===== src/rtl/intra_ang_pkg.sv =====
// Shared definitions for the angular intra sequencer: mode-to-angle table,
// angle-to-LUT-code map, block size encodings and the FSM state type.
package intra_ang_pkg;

    localparam logic [1:0] SIZE_4  = 2'd0;
    localparam logic [1:0] SIZE_8  = 2'd1;
    localparam logic [1:0] SIZE_16 = 2'd2;
    localparam logic [1:0] SIZE_32 = 2'd3;

    localparam logic [5:0] MODE_ANG_MIN = 6'd2;
    localparam logic [5:0] MODE_ANG_MAX = 6'd34;
    localparam logic [5:0] MODE_HOR_END = 6'd18;

    localparam int CMD_W = 8;

    typedef enum logic [1:0] {
        IDLE = 2'd0,
        RUN  = 2'd1,
        FIN  = 2'd2
    } state_t;

    typedef struct packed {
        logic [5:0] mode;
        logic [1:0] size;
    } cmd_t;

    // Entries 0/1 (planar/DC) are never used; they only keep the index equal to the mode.
    localparam logic signed [6:0] MODE_ANG [0:34] = '{
        7'sd0,   7'sd0,
        7'sd32,  7'sd26,  7'sd21,  7'sd17,  7'sd13,  7'sd9,   7'sd5,   7'sd2,  7'sd0,
        -7'sd2,  -7'sd5,  -7'sd9,  -7'sd13, -7'sd17, -7'sd21, -7'sd26, -7'sd32,
        -7'sd26, -7'sd21, -7'sd17, -7'sd13, -7'sd9,  -7'sd5,  -7'sd2,  7'sd0,
        7'sd2,   7'sd5,   7'sd9,   7'sd13,  7'sd17,  7'sd21,  7'sd26,  7'sd32
    };

    function automatic logic [4:0] ang_code(input logic signed [6:0] a);
        logic [4:0] c;
        case (a)
            -7'sd2:  c = 5'd0;
            -7'sd5:  c = 5'd1;
            -7'sd9:  c = 5'd2;
            -7'sd13: c = 5'd3;
            -7'sd17: c = 5'd4;
            -7'sd21: c = 5'd5;
            -7'sd26: c = 5'd6;
            -7'sd32: c = 5'd7;
            7'sd2:   c = 5'd9;
            7'sd5:   c = 5'd10;
            7'sd9:   c = 5'd11;
            7'sd13:  c = 5'd12;
            7'sd17:  c = 5'd13;
            7'sd21:  c = 5'd14;
            7'sd26:  c = 5'd15;
            7'sd32:  c = 5'd16;
            default: c = 5'd8;
        endcase
        return c;
    endfunction

    function automatic logic [2:0] last_colgrp(input logic [1:0] sz);
        logic [2:0] l;
        case (sz)
            SIZE_4:  l = 3'd0;
            SIZE_8:  l = 3'd1;
            SIZE_16: l = 3'd3;
            default: l = 3'd7;
        endcase
        return l;
    endfunction

    function automatic logic [4:0] last_row(input logic [1:0] sz);
        logic [4:0] l;
        case (sz)
            SIZE_4:  l = 5'd3;
            SIZE_8:  l = 5'd7;
            SIZE_16: l = 5'd15;
            default: l = 5'd31;
        endcase
        return l;
    endfunction

endpackage


===== src/rtl/intra_ang_cmdq.sv =====
// Two-entry command FIFO placed in front of the sequencer FSM.
// Only instantiated when INTRA_ANG_SEQ_CMDQ_EN is defined.
module intra_ang_cmdq
    import intra_ang_pkg::*;
#(
    parameter int DW = CMD_W
) (
    input  logic          clk,
    input  logic          arst_n,
    input  logic          push,
    input  logic [DW-1:0] wdata,
    input  logic          pop,
    output logic [DW-1:0] rdata,
    output logic          empty,
    output logic          full
);
    logic [DW-1:0] mem [2];
    logic          wp;
    logic          rp;
    logic [1:0]    cnt;

    assign rdata = mem[rp];
    assign empty = (cnt == 2'd0);
    assign full  = (cnt == 2'd2);

    // Callers guarantee push only when !full and pop only when !empty.
    always_ff @(posedge clk or negedge arst_n) begin
        if (!arst_n) begin
            mem[0] <= '0;
            mem[1] <= '0;
            wp     <= 1'b0;
            rp     <= 1'b0;
            cnt    <= 2'd0;
        end else begin
            if (push) begin
                mem[wp] <= wdata;
                wp      <= ~wp;
            end
            if (pop) rp <= ~rp;
            case ({push, pop})
                2'b10:   cnt <= cnt + 2'd1;
                2'b01:   cnt <= cnt - 2'd1;
                default: ;
            endcase
        end
    end

endmodule


===== src/rtl/intra_ang_seq.sv =====
// Angular intra-prediction sequencer: maps mode to LUT angle code and walks the
// block row by row in 4-sample column groups. INTRA_ANG_SEQ_CMDQ_EN adds a 2-entry command queue.
module intra_ang_seq
    import intra_ang_pkg::*;
#(
    parameter int ANG_W  = 5,
    parameter int YPOS_W = 3,
    parameter int ACC_W  = 12
) (
    input  logic              clk,
    input  logic              arst_n,
    input  logic              cmd_valid,
    output logic              cmd_ready,
    input  logic [5:0]        cmd_mode,
    input  logic [1:0]        cmd_size,
    output logic              out_valid,
    input  logic              out_ready,
    output logic [ANG_W-1:0]  ang,
    output logic [YPOS_W-1:0] yPos,
    output logic [4:0]        row,
    output logic [2:0]        colgrp,
    output logic [7:0]        ref_base,
    output logic [4:0]        frac,
    output logic              is_hor,
    output logic              busy,
    output logic              done,
    output logic              err
);
    state_t                  state;
    logic [1:0]              size_q;
    logic signed [ACC_W-1:0] angle_q;
    logic signed [ACC_W-1:0] acc;
    cmd_t                    src;
    logic                    src_valid;
    logic                    load_en;
    logic                    src_ok;
    logic signed [6:0]       src_ang;

`ifdef INTRA_ANG_SEQ_CMDQ_EN
    logic             q_empty;
    logic             q_full;
    logic [CMD_W-1:0] q_rdata;

    intra_ang_cmdq #(.DW(CMD_W)) u_cmdq (
        .clk    (clk),
        .arst_n (arst_n),
        .push   (cmd_valid && !q_full),
        .wdata  ({cmd_mode, cmd_size}),
        .pop    (load_en),
        .rdata  (q_rdata),
        .empty  (q_empty),
        .full   (q_full)
    );

    assign cmd_ready = !q_full;
    assign src       = cmd_t'(q_rdata);
    assign src_valid = !q_empty;
    // FIN may pick up the next queued command directly, so the FIN cycle is the only gap.
    assign load_en   = src_valid && (state == IDLE || state == FIN);
`else
    logic rdy_q;

    assign cmd_ready = rdy_q;
    assign src       = {cmd_mode, cmd_size};
    assign src_valid = cmd_valid;
    assign load_en   = src_valid && rdy_q;
`endif

    always_comb begin
        src_ok  = (src.mode >= MODE_ANG_MIN) && (src.mode <= MODE_ANG_MAX);
        src_ang = 7'sd0;
        if (src_ok) src_ang = MODE_ANG[src.mode];
    end

    assign yPos     = row[YPOS_W-1:0];
    assign frac     = acc[4:0];
    assign ref_base = 8'(acc >>> 5);

    always_ff @(posedge clk or negedge arst_n) begin
        if (!arst_n) begin
            state     <= IDLE;
            size_q    <= '0;
            angle_q   <= '0;
            acc       <= '0;
            ang       <= '0;
            row       <= '0;
            colgrp    <= '0;
            is_hor    <= 1'b0;
            out_valid <= 1'b0;
            busy      <= 1'b0;
            done      <= 1'b0;
            err       <= 1'b0;
`ifndef INTRA_ANG_SEQ_CMDQ_EN
            rdy_q     <= 1'b1;
`endif
        end else begin
            done <= 1'b0;
            err  <= 1'b0;
            if (load_en) begin
                busy   <= 1'b1;
                size_q <= src.size;
`ifndef INTRA_ANG_SEQ_CMDQ_EN
                rdy_q  <= 1'b0;
`endif
                if (src_ok) begin
                    state     <= RUN;
                    out_valid <= 1'b1;
                    angle_q   <= {{(ACC_W-7){src_ang[6]}}, src_ang};
                    acc       <= {{(ACC_W-7){src_ang[6]}}, src_ang};
                    ang       <= ANG_W'(ang_code(src_ang));
                    row       <= '0;
                    colgrp    <= '0;
                    is_hor    <= (src.mode < MODE_HOR_END);
                end else begin
                    state     <= FIN;
                    out_valid <= 1'b0;
                    done      <= 1'b1;
                    err       <= 1'b1;
                end
            end else begin
                case (state)
                    RUN: begin
                        if (out_ready) begin
                            if (colgrp == last_colgrp(size_q)) begin
                                colgrp <= '0;
                                if (row == last_row(size_q)) begin
                                    state     <= FIN;
                                    out_valid <= 1'b0;
                                    done      <= 1'b1;
                                end else begin
                                    // acc tracks (row+1)*angle; bounded by 32*32 so ACC_W never wraps.
                                    row <= row + 5'd1;
                                    acc <= acc + angle_q;
                                end
                            end else begin
                                colgrp <= colgrp + 3'd1;
                            end
                        end
                    end
                    FIN: begin
                        state <= IDLE;
                        busy  <= 1'b0;
`ifndef INTRA_ANG_SEQ_CMDQ_EN
                        rdy_q <= 1'b1;
`endif
                    end
                    default: ;
                endcase
            end
        end
    end

endmodule

===== config.mk =====
export PLATFORM = sky130hd
export DESIGN_NAME = intra_ang_seq
export DESIGN_NICKNAME = d
export VERILOG_FILES = /design/src/rtl/intra_ang_pkg.sv /design/src/rtl/intra_ang_cmdq.sv /design/src/rtl/intra_ang_seq.sv
export SDC_FILE = /design/constraint.sdc
export NUM_CORES = 1
export LEC_CHECK = 0
export BUFFER_PORTS_ARGS = -buffer_cell sky130_fd_sc_hd__buf_2
export CORE_UTILIZATION = 55
export CTS_BUF_LIST = sky130_fd_sc_hd__clkbuf_16
export DETAILED_ROUTE_END_ITERATION = 16
export GPL_TIMING_DRIVEN = 1
export PLACE_DENSITY = 0.78
export SYNTH_ARGS = -nofsm -noshare
export SYNTH_HDL_FRONTEND = slang
export SYNTH_SLANG_ARGS = --single-unit

===== constraint.sdc =====
create_clock -name clk -period 7 [get_ports clk]
set_clock_uncertainty 0.05 [all_clocks]
set_input_delay 0 -clock clk [delete_from_list [all_inputs] [get_ports clk]]
set_output_delay 0 -clock clk [all_outputs]
set_load 0.01 [all_outputs]

After elaboration in Yosys (flattened, before gate mapping)
Memories as Yosys holds them, arrays and structs flattened.
Cells that the tools add are included.
Widths: inputs -> output; s select.

storage, ports and cells
  register bits = 42
  ROM bits = 448
  bits of input ports = 12
  output and inout bits = 35
  word-level logic and storage cells = 116
  memories kept = 1

operators by class
  $add $sub $neg = 3
  $lt $le $gt $ge = 4
  eq/ne operators = 27
  multiplexer cells = 53
  bitwise gates (word level) = 1
  reductions and logical operators = 14

memories
  name             depth  bits a word  rd ports  clocked after memory_dff  wr ports  line                 text
  (no name shown)  64     7            1         0                         0         intra_ang_seq.sv:72  if (src_ok) src_ang = MODE_ANG[src.mode];

operator list
  cell                count
  $pmux 5 s16         1
  $mux 12             6
  $eq 7x7->1 const B  8
  $mux 5              10
  $mux 3              8
  $eq 7x5->1 const B  3
  $mux 7              3
  $mux 1              17
  $pmux 5 s3          1
  $eq 7x4->1 const B  2
  $add 12x7->12       1
  $mux 2              5
  $reduce_bool 2->1   5
  $ne 3x3->1 const B  3
  $pmux 3 s3          1
  $reduce_and 4->1    2
  $eq 7x2->1 const B  1
  $eq 7x3->1 const B  1
  $eq 7x6->1 const B  1
  $ge 7x7->1 const B  1
  $not 6->7           1
  $ge 6x2->1 const B  1
  $le 6x6->1 const B  1
  $lt 6x5->1 const B  1
  other kinds (15)    18

Logic depth before layout (Yosys ltp)
  depth in word-level cells = 16
  gate-level depth with buffers = 10
  gate-level depth less buffers = 10

Worst setup path before layout
No wires, ideal clock.

  path kind = register -> register
  start = reg acc[0]
  end = reg acc[8]
  library setup time = 0.082 ns
  data arrival time = 2.297 ns
  required time = 6.868 ns
  path slack = 4.571 ns
  cell stages (with the launch flop) = 11
  buffers on the path = 0
  clock period less this slack = 2.429 ns
  cell sequence = dfrtp_1 > ha_1 > inv_1 > fa_1 > nor2b_1 > o21ai_0 > a21boi_0 > o221ai_1 > o2bb2ai_1 > or3_1 > a31oi_1

between the ends
  word-level cells in the longest chain between the ends = 6

RTL lines
  element                   line                  text
  start: declaration        intra_ang_seq.sv:32   logic signed [ACC_W-1:0] acc;
  start signal: assignment  intra_ang_seq.sv:109  acc <= {{(ACC_W-7){src_ang[6]}}, src_ang};
  start signal: assignment  intra_ang_seq.sv:133  acc <= acc + angle_q;
  $add 12x7->12             intra_ang_seq.sv:133
  $mux 12                   intra_ang_seq.sv:126  if (row == last_row(size_q)) begin
  $mux 12                   intra_ang_seq.sv:124  if (colgrp == last_colgrp(size_q)) begin
  $mux 12                   intra_ang_seq.sv:123  if (out_ready) begin
  $mux 12                   intra_ang_seq.sv:121  case (state)
  $mux 12                   intra_ang_seq.sv:99   if (load_en) begin

No other way between the ends. The select of a mux whose other input is x is not followed.
A chain may end at the register's enable or synchronous reset.

Final worst setup path
Ends and elaborated chain as after synthesis.

==> impl_table.tex <==
\begin{tabular}{lr}
\hline
Metric & Value \\
\hline
\multicolumn{2}{l}{\textbf{GRT}} \\
\quad First-pass GRT wire length & 12600 um \\
\quad Vias in the first global route & 2657 \\
\quad Antenna violations before repair & 0 \\
\quad Largest net degree at the start of global routing & 43 \\
\quad GRT Overall Usage & 26.2\% \\
\quad Total gr overflow & 0 \\
\multicolumn{2}{l}{\textbf{STA}} \\
\quad Final critical delay including setup and external delays & 2.67 ns \\
\quad Final setup vio count & 0 \\
\quad Number of hold-slack violations in the final timing report & 0 \\
\quad Transition time at the pin with the least slew margin & 0.945 ns \\
\quad Slew HR & 37.0\% \\
\quad Maximum clock rate & 0.374 GHz \\
\quad Final Cycle Share & 38.2\% \\
\quad Total count of max-transition violations in the final report & 0 \\
\quad RSZ-0062 raised after global routing & no \\
\quad Setup Total Neg Slack & 0 ns \\
\multicolumn{2}{l}{\textbf{Routing}} \\
\quad Antenna violation net count after detailed routing & 0 \\
\quad Highest metal layer with signal wires & met4 \\
\quad Drc violations & 0 \\
\quad Total wire length & 7190 um \\
\quad Wire length on met2 & 3500 um \\
\quad Post-DR vias/cell & 5.98 \\
\quad Vias & 2800 \\
\quad Met3 routed WL & 252 um \\
\quad DRC marker count from the first detailed-route iteration & 197 \\
\quad Number of search-and-repair iterations in the first detailed-routing pass & 5 \\
\quad Met1 WL & 3380 um \\
\quad Routed wire length per instance & 15.4 um \\
\multicolumn{2}{l}{\textbf{Clocking}} \\
\quad Clock Tree Buf Depth & 2 \\
\quad Sink count of the clock tree & 42 \\
\quad Clk Tree Root Cell & sky130\_fd\_sc\_hd\_\_clkbuf\_16 \\
\quad Clk pin slew, worst setup/hold paths & 0.06 ns \\
\quad Number of instances resized during post-cts repair & 0 \\
\quad Number of buffers created by CTS & 5 \\
\quad CTS tree & done \\
\quad Htree depth & 2 \\
\quad Clock insertion delay at the later pin of the skew report & 0.28 ns \\
\multicolumn{2}{l}{\textbf{Yosys}} \\
\quad Area share of the largest cell type after synthesis & 33.3\% \\
\quad Post-synthesis sequential element count & 42 \\
\quad Most area-hungry cell type in the Yosys netlist & sky130\_fd\_sc\_hd\_\_dfrtp\_1 \\
\quad Number of unique standard cell types used by synthesis & 66 \\
\quad Number of enable-type register cells in the synthesized netlist & 0 \\
\quad Syn Nets & 387 \\
\quad Average instance area after synthesis & 8.67 sq um \\
\quad Warnings from Yosys & 0 \\
\quad Asr flop ratio synth & 100\% \\
\quad Cell types occupying the most area after synthesis & sky130\_fd\_sc\_hd\_\_dfrtp\_1 33\%, sky130\_fd\_sc\_hd\_\_ha\_1 7.7\%, sky130\_fd\_sc\_hd\_\_nand2\_1 6.3\%, sky130\_fd\_sc\_hd\_\_nor2\_1 4.5\%, sky130\_fd\_sc\_hd\_\_o21ai\_0 2.9\% \\
\quad Commonest register cell after synthesis & sky130\_fd\_sc\_hd\_\_dfrtp\_1 \\
\quad Fraction of the yosys area taken by sequential cells & 34.2\% \\
\quad Instance count of the mapped netlist & 355 \\
\quad Post-synthesis instance area & 3080 sq um \\
\multicolumn{2}{l}{\textbf{Placed design}} \\
\quad HPWL after DPL & 5020 um \\
\quad Cell count after placement & 456 \\
\quad Final RePlAce weighted congestion & 0.879 \\
\quad Placed Area & 3300 sq um \\
\quad Number of I/O port buffers & 46 \\
\multicolumn{2}{l}{\textbf{Power}} \\
\quad Internal power of the cells & 0.836 mW \\
\quad Power per cell area & 420 nW/um\^{}2 \\
\quad Switching power share of the total & 42.9\% \\
\quad Share of total power in the clock network & 15.5\% \\
\quad Switching power of the nets & 0.629 mW \\
\quad Share of total power in sequential cells & 30.7\% \\
\quad Worst voltage drop across the vdd grid & 0.232 mV \\
\quad Gate power share & 53.8\% \\
\quad Leakage power summed over all cells & 1.63 nW \\
\multicolumn{2}{l}{\textbf{Critical path}} \\
\quad Capturing element of the worst setup path & acc[8]\$\_DFFE\_PN0P\_ \\
\quad Count of buffer and inverter cells on the critical path & 1 \\
\quad Worst reg2reg path endpoint & acc[8]\$\_DFFE\_PN0P\_ \\
\quad Cell with the largest stage delay on the worst path & sky130\_fd\_sc\_hd\_\_fa\_1 \\
\quad Critical path required time & 7.15 ns \\
\quad Top fanout value on the critical path & 3 \\
\quad Critical Path Source Type & flip-flop \\
\quad Register-to-register setup slack & 4.33 ns \\
\quad Worst path max stage delay & 0.38 ns \\
\quad Cell chain of the critical path & ha\_1 > inv\_1 > fa\_1 > nor2b\_1 > o21ai\_0 > a21boi\_0 > o221ai\_1 > o2bb2ai\_1 > or3\_1 > a31oi\_1 \\
\quad Arrival time at the worst endpoint & 2.82 ns \\
\quad Depth of the critical timing path with buffers and inverters included & 10 \\
\quad Type of the worst setup path & flip-flop to flip-flop \\
\quad Cell depth of the worst flop-to-flop path & 10 \\
\quad Crit-path leading delay family & compound AO/OA/AOI/OAI gates \\
\quad Launching element of the worst setup path & acc[0]\$\_DFFE\_PN0P\_ \\
\quad Kind of end point of the critical path & flip-flop \\
\quad FF-to-FF Start & acc[0]\$\_DFFE\_PN0P\_ \\
\multicolumn{2}{l}{\textbf{Die}} \\
\quad Effective utilization at floorplan & 58.7\% \\
\quad Core area & 5240 sq um \\
\quad Site row count & 26 \\
\quad Die H & 76.8 um \\
\quad Num ports & 47 \\
\quad DIE AREA & 5900 sq um \\
\quad Die width & 76.8 um \\
\multicolumn{2}{l}{\textbf{Outcome}} \\
\quad Run status & finished, final reports clean \\
\multicolumn{2}{l}{\textbf{Hold path}} \\
\quad Source of the worst hold timing path & out\_ready \\
\quad Tightest Hold Check Type & primary input to flip-flop \\
\multicolumn{2}{l}{\textbf{Final layout}} \\
\quad Fraction of final layout cells sized beyond drive strength 1 & 18.8\% \\
\quad Core Util, Final & 66.6\% \\
\quad Synthesis-to-finish area growth & 13.3\% \\
\quad Antenna diode count & 0 \\
\quad Finished Cell Area & 3490 sq um \\
\quad Number of cells in the finished layout apart from fillers & 468 \\
\quad Commonest non-fill, non-tap cells in the layout & 52 x sky130\_fd\_sc\_hd\_\_nand2\_1, 46 x sky130\_fd\_sc\_hd\_\_buf\_2, 41 x sky130\_fd\_sc\_hd\_\_dfrtp\_1, 37 x sky130\_fd\_sc\_hd\_\_nor2\_1, 19 x sky130\_fd\_sc\_hd\_\_ha\_1 \\
\quad Net count, final & 429 \\
\quad Most common library cell in the layout ignoring fill and taps & sky130\_fd\_sc\_hd\_\_nand2\_1 \\
\multicolumn{2}{l}{\textbf{Flow run}} \\
\quad Count of maximum capacitance violations & 0 \\
\hline
\end{tabular}
[cell usage after synthesis (4+ instances only)]
cell type                  count
sky130_fd_sc_hd__nand3_1      12
sky130_fd_sc_hd__o21ai_0      18
sky130_fd_sc_hd__nor2_1       37
sky130_fd_sc_hd__o31ai_1       4
sky130_fd_sc_hd__xor2_1        5
sky130_fd_sc_hd__o221ai_1      4
sky130_fd_sc_hd__nor2b_1       5
sky130_fd_sc_hd__a31oi_1       8
sky130_fd_sc_hd__a21o_1        4
sky130_fd_sc_hd__nand4_1       5
sky130_fd_sc_hd__buf_2         5
sky130_fd_sc_hd__xnor2_1       7
sky130_fd_sc_hd__nand2_1      52
sky130_fd_sc_hd__o211ai_1      4
sky130_fd_sc_hd__or2_2         4
sky130_fd_sc_hd__inv_1        14
sky130_fd_sc_hd__nor3_1        7
sky130_fd_sc_hd__a211oi_1      4
sky130_fd_sc_hd__dfrtp_1      41
sky130_fd_sc_hd__a21oi_1      13
sky130_fd_sc_hd__nand2b_1      9
sky130_fd_sc_hd__buf_4         4
sky130_fd_sc_hd__ha_1         19
sky130_fd_sc_hd__clkbuf_1      5
sky130_fd_sc_hd__nor3b_1       4
[repair_timing]
action                                 CTS  global route
hold buffers                             4             0
endpoints found under the hold margin   44             0
buffers inserted                         0             0
[power groups by stage]
stage / logic, mW / registers, mW / clock network (mW)
4_1_cts: 0.786 / 0.448 / 0.230
3_5_place_dp: 0.778 / 0.451 / 0
3_3_place_gp: 0.761 / 0.445 / 0
6_report: 0.789 / 0.449 / 0.227
5_1_grt: 0.886 / 0.466 / 0.241
2_1_floorplan: 0.560 / 0.466 / 0
[through the flow]
stage / power, mW / hold WS (ns) / setup WS [ns]
finish: 1.46 / 0.134 / 4.33
global route: 1.59 / 0.177 / 4.14
CTS: 1.46 / 0.128 / 4.33
detailed placement: 1.23 / 0.122 / 4.39
global placement: 1.21 / 0.121 / 4.48
floorplan: 1.03 / -0.346 / 4.57
[sequential cells by signal, indices dropped and copies added (netlist names), 2 cells and up]
name and count:
acc 12, ang 5, angle_q 7, colgrp 3, row 5, size_q 2, state 2
[cell type report]
| type | instances | area (sq um) |
|---|---|---|
| clock buffers | 5 | 125 |
| clock inverters | 3 | 17.5 |
| fillers | 434 | 1750 |
| inverters | 14 | 52.6 |
| multi-input cells | 281 | 1860 |
| flip-flops and latches | 42 | 1050 |
| well taps | 70 | 87.6 |
| repair buffers | 53 | 293 |
[worst min-delay path by stage]
stage / slack [ns] / end / cells past startpoint
6_report: 0.13 / colgrp[1]$_DFFE_PN0P_ / 5
4_1_cts: 0.13 / colgrp[1]$_DFFE_PN0P_ / 5
5_1_grt: 0.18 / colgrp[1]$_DFFE_PN0P_ / 5
3_5_place_dp: 0.12 / cmd_ready$_DFFE_PN1P_ / 2
2_1_floorplan: -0.35 / acc[0]$_DFFE_PN0P_ / 0
3_3_place_gp: 0.12 / cmd_ready$_DFFE_PN1P_ / 2
[tightest hold or removal path, delay by kind of cell]
kind | cells | cell delay [ns]
buffers and inverters | 1 | 0.10
AO/OA/AOI/OAI | 1 | 0.07
AND/OR/NAND/NOR | 3 | 0.24
[per-layer routing]
| metal | GRT usage, % | vias to the layer above |
|---|---|---|
| met5 | 0 | - |
| met4 | 6.92 | 0 |
| li1 | - | 1375 |
| met3 | 4.29 | 6 |
| met2 | 44.1 | 69 |
| met1 | 34.8 | 1350 |
[cells by family after synthesis]
group / synth area share [%]
AO/OA/AOI/OAI: 21.9
adder cells (fa/ha/maj): 8.38
buffers and inverters: 5.57
multiplexers: 1.34
XOR/XNOR: 3.42
AND/OR/NAND/NOR: 25.2
flip-flops: 34.2
Power figures use the tool's default switching activity.
